`src/rtl/tc_mod7_accumulator.sv`:
```
// Modulo-7 frame accumulator for thermometer-coded residues in the RNS mod-7 channel.
// Sums COUNT operands per frame, then holds the result until the consumer accepts it.
module tc_mod7_accumulator #(
    parameter int COUNT = 4,
    parameter int CNT_W = 8
) (
    input  logic       clk,
    input  logic       rst_n,
    input  logic       clear,
    input  logic       in_valid,
    output logic       in_ready,
    input  logic [6:1] in_tc,
    output logic       out_valid,
    input  logic       out_ready,
    output logic [6:1] out_tc,
    output logic [2:0] out_bin,
    output logic       err
);

    typedef enum logic {ACCUM, HOLD} state_t;

    state_t           state_q, state_d;
    logic [2:0]       acc_q, acc_d;
    logic [CNT_W-1:0] cnt_q, cnt_d;
    logic             err_q, err_d;
    logic [6:1]       out_tc_q;
    logic [3:0]       dec;

    // Returns {legal, value}; anything that is not a run of low ones is illegal.
    function automatic logic [3:0] tc_decode(input logic [6:1] code);
        case (code)
            6'b000000: return 4'b1_000;
            6'b000001: return 4'b1_001;
            6'b000011: return 4'b1_010;
            6'b000111: return 4'b1_011;
            6'b001111: return 4'b1_100;
            6'b011111: return 4'b1_101;
            6'b111111: return 4'b1_110;
            default:   return 4'b0_000;
        endcase
    endfunction

    function automatic logic [2:0] mod7_add(input logic [2:0] a, input logic [2:0] b);
        logic [3:0] s;
        s = {1'b0, a} + {1'b0, b};
        if (s >= 4'd7) s = s - 4'd7;
        return s[2:0];
    endfunction

    function automatic logic [6:1] to_therm(input logic [2:0] v);
        logic [6:0] t;
        t = (7'd1 << v) - 7'd1;
        return t[5:0];
    endfunction

    assign dec       = tc_decode(in_tc);
    assign in_ready  = (state_q == ACCUM);
    assign out_valid = (state_q == HOLD);
    assign out_tc    = out_tc_q;
    assign out_bin   = acc_q;
    assign err       = err_q;

    always_comb begin
        state_d = state_q;
        acc_d   = acc_q;
        cnt_d   = cnt_q;
        err_d   = err_q;
        if (clear) begin
            state_d = ACCUM;
            acc_d   = 3'd0;
            cnt_d   = '0;
            err_d   = 1'b0;
        end else begin
            case (state_q)
                ACCUM: begin
                    if (in_valid) begin
                        // Illegal codes contribute zero but still count as an operand.
                        acc_d = mod7_add(acc_q, dec[3] ? dec[2:0] : 3'd0);
                        cnt_d = cnt_q + CNT_W'(1);
                        if (!dec[3]) err_d = 1'b1;
                        if (cnt_q == CNT_W'(COUNT - 1)) state_d = HOLD;
                    end
                end
                HOLD: begin
                    if (out_ready) begin
                        state_d = ACCUM;
                        acc_d   = 3'd0;
                        cnt_d   = '0;
                    end
                end
                default: state_d = ACCUM;
            endcase
        end
    end

    always_ff @(posedge clk or negedge rst_n) begin
        if (!rst_n) begin
            state_q  <= ACCUM;
            acc_q    <= 3'd0;
            cnt_q    <= '0;
            err_q    <= 1'b0;
            out_tc_q <= 6'b000000;
        end else begin
            state_q  <= state_d;
            acc_q    <= acc_d;
            cnt_q    <= cnt_d;
            err_q    <= err_d;
            out_tc_q <= to_therm(acc_d);
        end
    end

endmodule

```
`config.mk`:
```
export PLATFORM = sky130hd
export DESIGN_NAME = tc_mod7_accumulator
export DESIGN_NICKNAME = d
export VERILOG_FILES = /design/src/rtl/tc_mod7_accumulator.sv
export SDC_FILE = /design/constraint.sdc
export NUM_CORES = 1
export LEC_CHECK = 0
export CORE_MARGIN = 2
export CORE_UTILIZATION = 40
export CTS_CLUSTER_SIZE = 12
export DETAILED_ROUTE_END_ITERATION = 12
export SYNTH_ARGS = -nofsm -noshare
export SYNTH_HDL_FRONTEND = slang
export SYNTH_SLANG_ARGS = --single-unit
```
`constraint.sdc`:
```
create_clock -name clk -period 4.5 [get_ports clk]
set_input_delay 0.45 -clock clk [delete_from_list [all_inputs] [get_ports clk]]
set_output_delay 0.45 -clock clk [all_outputs]
set_load 0.1 [all_outputs]
```
==> flow_metrics.env, run 1 <==
export IMPL_clockRootBuffer="clkbuf_4"
export IMPL_viasPerCell=5.408
export IMPL_ys_types=36
export IMPL_p_leak_uw=0.0006502
export IMPL_die_area_sq_um=3319
export IMPL_power_uw=407.6
export IMPL_tightest_slew_ps=972.2
export IMPL_clk_latency_ps=290
export IMPL_skew_ps=1.541
export IMPL_io_buffers=22
export IMPL_diodes=0
export IMPL_ctsResizeCount=0
export IMPL_fin_tns_setup_ps=0
export IMPL_wl_per_cell_um=13.36
export IMPL_ant_nets=0
export IMPL_cp_max_fo=7
export IMPL_status="complete, no violations"
export IMPL_vias=941
export IMPL_required_ps=4720
export IMPL_setup_viol=0
export IMPL_dp_hpwl_mm=1.881
export IMPL_finish_utilization=0.5213
export IMPL_grt_max_degree=20
export IMPL_min_path_type="reg -> reg"
export IMPL_clock_sink_count=19
export IMPL_dpl_cell_count=170
export IMPL_crit_arrival_ps=4180
export IMPL_syn_area_sq_um=1150
export IMPL_core_rowCount=19
export IMPL_synth_edff_count=0
export IMPL_grt_overflow_total=0
export IMPL_drtIter0Drc=17
export IMPL_ys_flop_type="dfrtp_1"
export IMPL_finalCriticalPeriod_ps=3964
export IMPL_place_congestion=0.7192
export IMPL_synth_seq_area_share=0.4135
export IMPL_die_x_um=57.62
export IMPL_yosysWarnings=0
export IMPL_clockBufferDepth=2
export IMPL_fmax_ghz=0.2523
export IMPL_layout_nets=162
export IMPL_syn_num_nets=138
export IMPL_cts_hold_buffers=0
export IMPL_finalHoldViolations=0
export IMPL_drt_total_wl_mm=2.324
export IMPL_cp_end_kind="register"
export IMPL_postCtsSetupBuffers=0
export IMPL_grt_usage=0.1576
export IMPL_ir_worst_vdd_mv=0.3317
export IMPL_clk_pin_slew_ps=110
export IMPL_rsz0062_at_grt="false"
export IMPL_final_area_sq_um=1425
export IMPL_grt_pass1_wl_mm=4.140
export IMPL_cts_tree="yes"
export IMPL_crit_type="in -> reg"
export IMPL_antenna_found_initial=0
export IMPL_instances_no_fill=174
export IMPL_drc=0
export IMPL_synth_async_reset_ratio=1.000
export IMPL_yosys_top_cells_area="dfrtp_1 41%, ha_1 6.5%, xor2_1 5.3%"
export IMPL_slew_headroom=0.3498
export IMPL_period_share=0.8809
export IMPL_place_area_sq_um=1395
export IMPL_synth_avg_cell_area_sq_um=9.582
export IMPL_yosys_area_top_type="dfrtp_1"
export IMPL_ios=23
export IMPL_max_cap_violations=0
export IMPL_fillers=260
export IMPL_core_area_sq_um=2734
export IMPL_drtPass1Iterations=4
export IMPL_cp_start_kind="input pin"
export IMPL_htree_num_levels=1
export IMPL_chipHeight_um=57.62
export IMPL_initial_utilization=0.4206
export IMPL_postSynthCellCount=120
export IMPL_drive_above_1_share=0.08392
export IMPL_syn_to_final_growth_pct=23.94
export IMPL_synth_top_area_frac=0.4135
export IMPL_slew_viol_final=0
export IMPL_yosys_register_bits=19
export IMPL_grt_pass1_vias=941
export IMPL_power_density_nw_per_um2=286.0
export IMPL_numCtsBuffers=3
## placed cells by master (no fill, tap or decap), types with 2 or more instances in the layout
cell and count:
and3_1 2, clkdlybuf4s50_1 22, nand2b_1 2, nand3b_1 2, nor4b_1 2, nor3_1 2
a21o_1 2, nand3_1 10, xnor2_1 3, nor2b_1 2, o31ai_1 3, inv_1 7
xor2_1 7, ha_1 6, nand4_1 3, nor2_1 11, a21oi_1 7, or3_1 2
nor3b_1 3, dfrtp_1 19, nand2_1 8, clkbuf_4 3
## worst max-delay path, stage by stage
cell and delay (ps):
clkdlybuf4s50_1 490, xor2_1 170, o31a_1 250, nor3b_1 220, ha_1 230, fa_1 460, ha_1 240, a221oi_2 330
mux2i_1 310, o21a_4 200, nand3_1 110, ha_1 270, nor3b_1 200, nand4_1 110, o211ai_1 110
## layout make-up
cell class                      instances  area (sq um)  share of cell area
Tap cell                               31         38.79             0.02722
Clock buffer                            3         22.52             0.01580
Clock inverter                          1         7.507            0.005268
Inverter                                9         35.03             0.02458
Timing Repair Buffer                   22         220.2              0.1545
Multi-Input combinational cell         89         625.6              0.4390
Sequential cell                        19         475.5              0.3336
## state kept, by name, summed over array words and instances (netlist names)
signal and flops:
out_tc 6, out_bin 3, out_valid 1, cnt_q 8, err 1
## Yosys cell counts (2+ instances only)
cell type	n
and3_1	2
nand3_1	10
nor3b_1	3
dfrtp_1	19
nand2_1	8
o31ai_1	3
nand3b_1	2
a21o_1	2
xnor2_1	3
nor3_1	2
xor2_1	7
ha_1	6
nor2b_1	2
nor4b_1	2
nand2b_1	2
a21oi_1	7
nor2_1	11
inv_1	7
or3_1	2
nand4_1	3
buf_2	2
## layer usage
layer,vias up,wire (um),GRT usage,share of wire
li1,470,-,-,-
met1,450,1037,0.1894,0.45
met2,21,1172,0.2792,0.50
met3,0,115,0.05580,0.049
met4,0,0,0.01993,0
met5,-,0,0,0
## per-stage QoR
step | setup WS, ps | hold slack, ps
finish | 535.9 | 525.2
global route | 346.7 | 554.7
CTS | 528.4 | 532.1
detailed placement | 224.7 | 511.5
global placement | 303.4 | 509.3
floorplan | 1069 | 154.4
## path summary, 6_finish.rpt
path                                  from        end  slack [ps]  depth (start not counted)
worst min register to register         err        err         530                          2
worst min-delay path                   err        err         530                          2
worst max-delay path              in_tc[3]  out_tc[5]         540                         15
max in group asynchronous            rst_n  out_tc[2]        3360                          1
min in group asynchronous            rst_n        err         630                          1
worst max register to register  out_bin[0]  out_tc[5]        1370                         11
## cell families after synthesis
| group | share of synthesized area |
|---|---|
| adders and majority gates | 0.08270 |
| and+or+nand+nor | 0.2361 |
| AOI/OAI and AO/OA | 0.1404 |
| buffers and inverters | 0.04243 |
| DFF | 0.4135 |
| xor gates and xnor gates | 0.07617 |
| muxes | 0.008705 |
## report_power, final
part,total (uW),switching [uW],leakage [uW],internal (uW)
clock network,86.2,52.5,0.0000139,33.8
logic,136,97.3,0.000379,38.4
registers,186,5.38,0.000257,180
total,408,155,0.000650,252
Power figures use the tool's default switching activity.
==> run 2, diff against run 1 <==
--- a/config.mk
+++ b/config.mk
@@ -5,6 +5,7 @@
 export SDC_FILE = /design/constraint.sdc
 export NUM_CORES = 1
 export LEC_CHECK = 0
+export CAP_MARGIN = 15
 export CORE_MARGIN = 2
 export CORE_UTILIZATION = 40
 export CTS_CLUSTER_SIZE = 12
==> results of run 2 <==
Same layout as run 1: the final DEF is identical, and so are final timing and power.
